==> src/rtl/lsu_pkg.sv <==
// Shared types for the load/store unit: access size, FSM states, lane masks.
package lsu_pkg;

  typedef enum logic [1:0] {
    SZ_B = 2'd0,
    SZ_H = 2'd1,
    SZ_W = 2'd2,
    SZ_D = 2'd3
  } size_e;

  typedef enum logic [1:0] {
    IDLE = 2'd0,
    REQ  = 2'd1,
    WAIT = 2'd2,
    RESP = 2'd3
  } state_e;

  // Byte-enable pattern for an access of the given size, anchored at lane 0.
  function automatic logic [7:0] laneMask(input size_e size);
    logic [7:0] m;
    case (size)
      SZ_B:    m = 8'h01;
      SZ_H:    m = 8'h03;
      SZ_W:    m = 8'h0F;
      default: m = 8'hFF;
    endcase
    return m;
  endfunction

endpackage

==> src/rtl/lsu_if.sv <==
// Core-side request/response and memory-side bus bundles for the LSU.
interface lsu_req_if #(parameter int XLEN = 32);
  logic            reqValid;
  logic            reqReady;
  logic            reqWrite;
  logic [2:0]      funct3;
  logic [XLEN-1:0] baseAddr;
  logic [XLEN-1:0] offset;
  logic [XLEN-1:0] storeData;
  logic            rspValid;
  logic            rspError;
  logic [XLEN-1:0] loadData;
  logic            busy;

  modport master (
    output reqValid, reqWrite, funct3, baseAddr, offset, storeData,
    input  reqReady, rspValid, rspError, loadData, busy
  );
  modport slave (
    input  reqValid, reqWrite, funct3, baseAddr, offset, storeData,
    output reqReady, rspValid, rspError, loadData, busy
  );
endinterface

interface lsu_mem_if #(parameter int XLEN = 32, parameter int ADDR_W = 32);
  logic              memValid;
  logic              memReady;
  logic [ADDR_W-1:0] memAddr;
  logic              memWrite;
  logic [XLEN/8-1:0] memWstrb;
  logic [XLEN-1:0]   memWdata;
  logic              memRvalid;
  logic [XLEN-1:0]   memRdata;

  modport master (
    output memValid, memAddr, memWrite, memWstrb, memWdata,
    input  memReady, memRvalid, memRdata
  );
  modport slave (
    input  memValid, memAddr, memWrite, memWstrb, memWdata,
    output memReady, memRvalid, memRdata
  );
endinterface

==> src/rtl/lsu_align.sv <==
// Byte-lane steering: store strobes/shift and load extract with sign/zero extension.
module lsu_align
  import lsu_pkg::*;
#(
  parameter int XLEN = 32
) (
  input  size_e                       size,
  input  logic                        isUnsigned,
  input  logic [$clog2(XLEN/8)-1:0]   lane,
  input  logic [XLEN-1:0]             storeData,
  input  logic [XLEN-1:0]             rdata,
  output logic [XLEN/8-1:0]           wstrb,
  output logic [XLEN-1:0]             wdata,
  output logic [XLEN-1:0]             loadData
);
  localparam int NB   = XLEN / 8;
  localparam int IDXW = $clog2(XLEN);

  logic [7:0]      mask;
  logic [IDXW-1:0] shamt;
  logic [XLEN-1:0] shifted;
  logic [IDXW-1:0] topBit;
  logic            extBit;

  assign mask    = laneMask(size);
  assign shamt   = {lane, 3'b000};
  assign wstrb   = mask[NB-1:0] << lane;
  assign wdata   = storeData << shamt;
  assign shifted = rdata >> shamt;

  // Pick the addressed lane down to bit 0, then fill everything above its MSB.
  always_comb begin
    case (size)
      SZ_B:    topBit = IDXW'(7);
      SZ_H:    topBit = IDXW'(15);
      SZ_W:    topBit = IDXW'(31);
      default: topBit = IDXW'(XLEN - 1);
    endcase
    extBit   = ~isUnsigned & shifted[topBit];
    loadData = shifted;
    for (int i = 0; i < XLEN; i++) begin
      if (i > int'(topBit)) loadData[i] = extBit;
    end
  end

endmodule

==> src/rtl/load_store_unit.sv <==
// Handshaked load/store unit: address generation, legality/alignment checks,
// memory request sequencing with timeout, and single-cycle response pulse.
module load_store_unit
  import lsu_pkg::*;
#(
  parameter int XLEN    = 32,
  parameter int ADDR_W  = 32,
  parameter int TIMEOUT = 255
) (
  input logic       i_clk,
  input logic       i_arstn,
  lsu_req_if.slave  core,
  lsu_mem_if.master mem
);
  localparam int OFFW  = $clog2(XLEN / 8);
  localparam int CNT_W = (TIMEOUT > 1) ? $clog2(TIMEOUT + 1) : 1;
  localparam logic [CNT_W-1:0] CNT_LAST = CNT_W'((TIMEOUT > 0) ? TIMEOUT - 1 : 0);

  state_e            state, stateNext;
  logic              wrReg, unsReg, errReg;
  size_e             sizeReg;
  logic [ADDR_W-1:0] addrReg;
  logic [XLEN-1:0]   dataReg, loadReg;
  logic [CNT_W-1:0]  cnt;

  logic [XLEN-1:0]   effSum;
  logic [ADDR_W-1:0] effAddr;
  size_e             reqSize;
  logic              reqBad, accept, timeoutHit, timeoutEvt, inReq;
  logic [XLEN/8-1:0] alignWstrb;
  logic [XLEN-1:0]   alignWdata, alignLoad;

  assign effSum     = core.baseAddr + core.offset;
  assign effAddr    = effSum[ADDR_W-1:0];
  assign reqSize    = size_e'(core.funct3[1:0]);
  assign accept     = core.reqValid & (state == IDLE);
  assign timeoutHit = (TIMEOUT != 0) && (cnt == CNT_LAST);
  assign inReq      = (state == REQ);

  // Illegal encodings and misaligned addresses complete with an error and never touch memory.
  always_comb begin
    reqBad = 1'b0;
    if (reqSize == SZ_D && XLEN == 32) reqBad = 1'b1;
    if (core.funct3[2] && core.reqWrite) reqBad = 1'b1;
    if (core.funct3[2] && XLEN == 32 && (reqSize == SZ_W || reqSize == SZ_D)) reqBad = 1'b1;
    case (reqSize)
      SZ_H:    if (effAddr[0] != 1'b0) reqBad = 1'b1;
      SZ_W:    if (effAddr[1:0] != 2'b00) reqBad = 1'b1;
      SZ_D:    if (effAddr[2:0] != 3'b000) reqBad = 1'b1;
      default: ;
    endcase
  end

  lsu_align #(.XLEN(XLEN)) u_align (
    .size      (sizeReg),
    .isUnsigned(unsReg),
    .lane      (addrReg[OFFW-1:0]),
    .storeData (dataReg),
    .rdata     (mem.memRdata),
    .wstrb     (alignWstrb),
    .wdata     (alignWdata),
    .loadData  (alignLoad)
  );

  // Next-state logic; data handshakes take priority over a timeout in the same cycle.
  always_comb begin
    stateNext  = state;
    timeoutEvt = 1'b0;
    case (state)
      IDLE: if (accept) stateNext = reqBad ? RESP : REQ;
      REQ: begin
        if (mem.memReady) stateNext = wrReg ? RESP : WAIT;
        else if (timeoutHit) begin
          stateNext  = RESP;
          timeoutEvt = 1'b1;
        end
      end
      WAIT: begin
        if (mem.memRvalid) stateNext = RESP;
        else if (timeoutHit) begin
          stateNext  = RESP;
          timeoutEvt = 1'b1;
        end
      end
      default: stateNext = IDLE;
    endcase
  end

  // State, per-state cycle counter and captured request/response fields.
  always_ff @(posedge i_clk or negedge i_arstn) begin
    if (!i_arstn) begin
      state   <= IDLE;
      cnt     <= '0;
      wrReg   <= 1'b0;
      unsReg  <= 1'b0;
      errReg  <= 1'b0;
      sizeReg <= SZ_B;
      addrReg <= '0;
      dataReg <= '0;
      loadReg <= '0;
    end else begin
      state <= stateNext;
      if (stateNext != state || !(state == REQ || state == WAIT)) cnt <= '0;
      else cnt <= cnt + 1'b1;
      if (accept) begin
        wrReg   <= core.reqWrite;
        unsReg  <= core.funct3[2];
        sizeReg <= reqSize;
        addrReg <= effAddr;
        dataReg <= core.storeData;
        errReg  <= reqBad;
        loadReg <= '0;
      end
      if (state == WAIT && mem.memRvalid) loadReg <= alignLoad;
      if (timeoutEvt) begin
        errReg  <= 1'b1;
        loadReg <= '0;
      end
    end
  end

  assign core.reqReady = (state == IDLE);
  assign core.busy     = (state != IDLE);
  assign core.rspValid = (state == RESP);
  assign core.rspError = (state == RESP) & errReg;
  assign core.loadData = (state == RESP && !errReg && !wrReg) ? loadReg : '0;

  assign mem.memValid = inReq;
  assign mem.memAddr  = inReq ? {addrReg[ADDR_W-1:OFFW], OFFW'(0)} : '0;
  assign mem.memWrite = inReq & wrReg;
  assign mem.memWstrb = (inReq & wrReg) ? alignWstrb : '0;
  assign mem.memWdata = (inReq & wrReg) ? alignWdata : '0;

endmodule
==> src/flat_wrapper.sv <==
// flat-port wrapper written by rule: the top's interface ports become plain ports
module load_store_unit_flat import lsu_pkg::*;
#(
  parameter int XLEN    = 32,
  parameter int ADDR_W  = 32,
  parameter int TIMEOUT = 255
)
  (i_clk, i_arstn, core_reqValid, core_reqWrite, core_funct3, core_baseAddr, core_offset, core_storeData, core_reqReady, core_rspValid, core_rspError, core_loadData, core_busy, mem_memValid, mem_memAddr, mem_memWrite, mem_memWstrb, mem_memWdata, mem_memReady, mem_memRvalid, mem_memRdata);
  lsu_req_if #(.XLEN(XLEN)) core_i ();
  lsu_mem_if #(.XLEN(XLEN), .ADDR_W(ADDR_W)) mem_i ();
  input logic i_clk;
  input logic i_arstn;
  input wire logic [$bits(core_i.reqValid)-1:0] core_reqValid;
  input wire logic [$bits(core_i.reqWrite)-1:0] core_reqWrite;
  input wire logic [$bits(core_i.funct3)-1:0] core_funct3;
  input wire logic [$bits(core_i.baseAddr)-1:0] core_baseAddr;
  input wire logic [$bits(core_i.offset)-1:0] core_offset;
  input wire logic [$bits(core_i.storeData)-1:0] core_storeData;
  output wire logic [$bits(core_i.reqReady)-1:0] core_reqReady;
  output wire logic [$bits(core_i.rspValid)-1:0] core_rspValid;
  output wire logic [$bits(core_i.rspError)-1:0] core_rspError;
  output wire logic [$bits(core_i.loadData)-1:0] core_loadData;
  output wire logic [$bits(core_i.busy)-1:0] core_busy;
  output wire logic [$bits(mem_i.memValid)-1:0] mem_memValid;
  output wire logic [$bits(mem_i.memAddr)-1:0] mem_memAddr;
  output wire logic [$bits(mem_i.memWrite)-1:0] mem_memWrite;
  output wire logic [$bits(mem_i.memWstrb)-1:0] mem_memWstrb;
  output wire logic [$bits(mem_i.memWdata)-1:0] mem_memWdata;
  input wire logic [$bits(mem_i.memReady)-1:0] mem_memReady;
  input wire logic [$bits(mem_i.memRvalid)-1:0] mem_memRvalid;
  input wire logic [$bits(mem_i.memRdata)-1:0] mem_memRdata;
  assign core_i.reqValid = core_reqValid;
  assign core_i.reqWrite = core_reqWrite;
  assign core_i.funct3 = core_funct3;
  assign core_i.baseAddr = core_baseAddr;
  assign core_i.offset = core_offset;
  assign core_i.storeData = core_storeData;
  assign core_reqReady = core_i.reqReady;
  assign core_rspValid = core_i.rspValid;
  assign core_rspError = core_i.rspError;
  assign core_loadData = core_i.loadData;
  assign core_busy = core_i.busy;
  assign mem_memValid = mem_i.memValid;
  assign mem_memAddr = mem_i.memAddr;
  assign mem_memWrite = mem_i.memWrite;
  assign mem_memWstrb = mem_i.memWstrb;
  assign mem_memWdata = mem_i.memWdata;
  assign mem_i.memReady = mem_memReady;
  assign mem_i.memRvalid = mem_memRvalid;
  assign mem_i.memRdata = mem_memRdata;
  load_store_unit #(.XLEN(XLEN), .ADDR_W(ADDR_W), .TIMEOUT(TIMEOUT)) u_core (.i_clk(i_clk), .i_arstn(i_arstn), .core(core_i), .mem(mem_i));
endmodule
==> config.mk <==
export PLATFORM = sky130hd
export DESIGN_NAME = load_store_unit_flat
export DESIGN_NICKNAME = d
export VERILOG_FILES = /design/src/rtl/lsu_pkg.sv /design/src/rtl/lsu_if.sv /design/src/rtl/lsu_align.sv /design/src/rtl/load_store_unit.sv /design/src/flat_wrapper.sv
export SDC_FILE = /design/constraint.sdc
export NUM_CORES = 1
export LEC_CHECK = 0
export BUFFER_PORTS_ARGS = -buffer_cell sky130_fd_sc_hd__buf_2
export CAP_MARGIN = 20
export CORE_ASPECT_RATIO = 1.2
export CORE_MARGIN = 2
export CORE_UTILIZATION = 45
export CTS_CLUSTER_SIZE = 8
export DETAILED_ROUTE_END_ITERATION = 10
export PLACE_DENSITY = 0.68
export SLEW_MARGIN = 20
export SYNTH_ARGS = -nofsm -noshare
export SYNTH_HDL_FRONTEND = slang
export SYNTH_SLANG_ARGS = --single-unit
==> constraint.sdc <==
create_clock -name i_clk -period 2.9 [get_ports i_clk]
set_clock_uncertainty 0.1 [all_clocks]
set_input_delay 0.145 -clock i_clk [delete_from_list [all_inputs] [get_ports i_clk]]
set_output_delay 0.145 -clock i_clk [all_outputs]
set_load 0.01 [all_outputs]
==> out/results.tsv <==
metric	value	unit
HP Start	mem_memRdata[26]	
H-Tree Level Count	3	
total clock sinks	111	
worst stage delay on the critical path	440	ps
CTS tree	yes	
Post-Syn Area	7870	sq um
gr usage total	24.9	%
syn_area_per_cell	8.21	sq um
DIE WIDTH	125	um
P_sw	0.00329	W
Starting Density	45.5	%
Tcrit/Tclk final	86.6	%
Max Buffers Root-to-Sink	2	
Post-synth EDFFs	0	
n_diodes	0	
largest cells by area after synthesis	dfrtp_1 (35%), nand2_1 (8.7%), ha_1 (5.9%)	
cells after synthesis	959	
Hold/Removal Path Class	input port to register	
remaining antenna violation count	0	
Internal	0.00450	W
worst-path fanout max	10	
Worst IR Drop VDD	0.000439	V
PortBufs	240	
Async SR Flop Fraction	100	%
DRC errors left	0	
final critical-path required period	2510	ps
Final #Nets	1385	
largest net degree at the start of global routing	55	
clock buffer count from CTS	9	
Max-slew headroom	55.5	%
Req. time, crit path	2650	ps
Synth top cells by count	nand2_1 (182), dfrtp_1 (111), and2_1 (73)	
final hold violations	0	
Critical Path AT	2270	ps
top cell type by total area after synthesis	dfrtp_1	
Row Count	53	
top-area cell type share of the netlist area	35.3	%
area grow syn2layout	26.9	%
power share of the clock group	17.6	%
unrepaired setup endpoints after global routing	false	
sw frac	42.2	%
Worst-path clk slew	70	ps
critical path startpoint	u_core.state[1]	
IO Pins	243	
HPWL Detailed	17800	um
share of cells above drive strength 1	24.4	%
Critical-path top delay cell	dfrtp_1	
worst skew pair latency	350	ps
Core Area	17300	sq um
CP endpoint kind	output pin	
routed wire length per instance	16.5	um
Max-cap violations	0	
predominant post-synthesis flop cell	dfrtp_1	
placed cell areas	9300	sq um
drt pass-1 iters	5	
Post-CTS Setup Inserts	0	
fin area	9990	sq um
drt initial violations	472	
Critical Path, Cell by Cell	inv_1 > ha_1 > nand2_1 > or2_2 > nor2_1 > buf_4 > and2_1 > buf_2	
Crit Path Category	register to output pin	
status	finished clean	
vias in the first global route	7572	
Pwr Density	780	nW/um^2
Fillers	1602	
die height	149	um
sequential share of the synthesized area	35.3	%
GRT overflow	0	
worst slew pin tran	663	ps
first-pass GRT wire length	37700	um
Setup-failing EPs final	0	
Die ar.	18600	sq um
routability cong.	0.944	
Crit Reg-Reg Startpoint	u_core.state[1]	
CTS resizes	0	
Seq cells post-synth	111	
Static Leak	5.08	nW
setup TNS	0	ps
Root Buffer Master	clkbuf_16	
Via density	5.57	
Fmax	0.398	GHz
Seq pwr share	33.6	%
cts hold-fix bufs	37	
Synth cell types	67	
Startpoint Class	register	
pins over their slew limit	0	
Synthesis Warnings	0	
most instantiated library cell after synthesis	nand2_1	
Vias	7995	
initial antenna violation count	0	
Combinational Power Share	48.8	%
final wirelength	23700	um
==> area by class of cell <==
class                           count  area, sq um  area share (%)
Multi-Input combinational cell    767         4780            47.8
Sequential cell                   111         2780            27.8
Timing Repair Buffer              300         1760            17.6
Tap cell                          220          275            2.75
Clock buffer                       11          243            2.43
Clock inverter                      5         78.8           0.789
Inverter                           21         78.8           0.789
==> state kept, by name (all words and copies together), names as in the netlist <==
| signal | count |
|---|---|
| u_core.unsReg | 1 |
| u_core.cnt | 8 |
| u_core.loadReg | 32 |
| u_core.dataReg | 32 |
| u_core.addrReg | 32 |
| u_core.state | 2 |
| u_core.errReg | 1 |
| u_core.wrReg | 1 |
| u_core.sizeReg | 2 |
==> power groups by stage <==
| stage | clock [W] | combinational [W] | sequential, W |
|---|---|---|---|
| 6_report | 0.00137 | 0.00380 | 0.00262 |
| 5_1_grt | 0.00145 | 0.00425 | 0.00269 |
| 4_1_cts | 0.00139 | 0.00381 | 0.00261 |
| 3_5_place_dp | 0 | 0.00377 | 0.00264 |
| 3_3_place_gp | 0 | 0.00372 | 0.00261 |
| 2_1_floorplan | 0 | 0.00269 | 0.00248 |
==> logic make-up (layout without fill, tap and decap cells) <==
kind of cell    count (synthesis)  after routing  synth area share (%)
compound gates                259            259                  21.7
simple gates                  404            404                  24.7
mux                            38             38                  4.86
fa+ha+maj                      38             38                  6.14
other cells                     1              2                0.0476
xor+xnor                       26             26                  2.89
flops                         111            111                  35.3
buf+inv                        82            337                  4.36
==> metrics by stage <==
step,instances,util (%),total power (W),hold slack (ps),setup WS (ps)
after floorplan,960,-,0.00517,-251,594
after global placement,1382,53.7,0.00633,15.2,323
after detailed placement,1382,53.7,0.00640,16.2,314
after CTS,1435,57.7,0.00782,28.8,375
after global routing,1435,57.7,0.00840,55.8,218
final,1435,57.7,0.00779,44.0,389
==> critical path: cells and delay by family (launching register included) <==
| kind | cells | cell delay [ps] |
|---|---|---|
| fa+ha+maj | 1 | 240 |
| buf+inv | 3 | 430 |
| flops | 1 | 440 |
| simple gates | 4 | 800 |
==> placed cells by master (no fill, tap or decap), types with 15 or more instances in the layout <==
| cell type | netlist | routed |
|---|---|---|
| a211oi_1 | 21 | 21 |
| a21o_1 | 17 | 17 |
| a21oi_1 | 66 | 66 |
| a32o_1 | 15 | 15 |
| and2_1 | 73 | 73 |
| buf_2 | 6 | 239 |
| buf_4 | 2 | 23 |
| dfrtp_1 | 111 | 109 |
| dlygate4sd3_1 | 0 | 37 |
| ha_1 | 37 | 37 |
| inv_1 | 21 | 21 |
| mux2i_1 | 36 | 36 |
| nand2_1 | 182 | 181 |
| nand3_1 | 19 | 19 |
| nor2_1 | 59 | 57 |
| nor2b_1 | 18 | 18 |
| o21ai_0 | 67 | 67 |
| xor2_1 | 17 | 17 |
==> layer usage <==
metal  wire [um]  track usage (%)  part of all wire, %
met1        9910             31.7                   42
met5           0                0                    0
met2       11500             42.0                   49
met4        1010             11.6                  4.3
met3        1230             3.52                  5.2
==> final timing paths <==
check | to | slack (ps) | cells past startpoint
min in group asynchronous | u_core.cnt[5] | 180 | 2
worst max register to register | u_core.dataReg[7] | 630 | 8
worst min-delay path | u_core.loadReg[26] | 40 | 3
worst max-delay path | mem_memWdata[1] | 390 | 8
max in group asynchronous | u_core.dataReg[8] | 1790 | 3
worst min register to register | u_core.loadReg[24] | 370 | 2
Power figures use the tool's default switching activity.
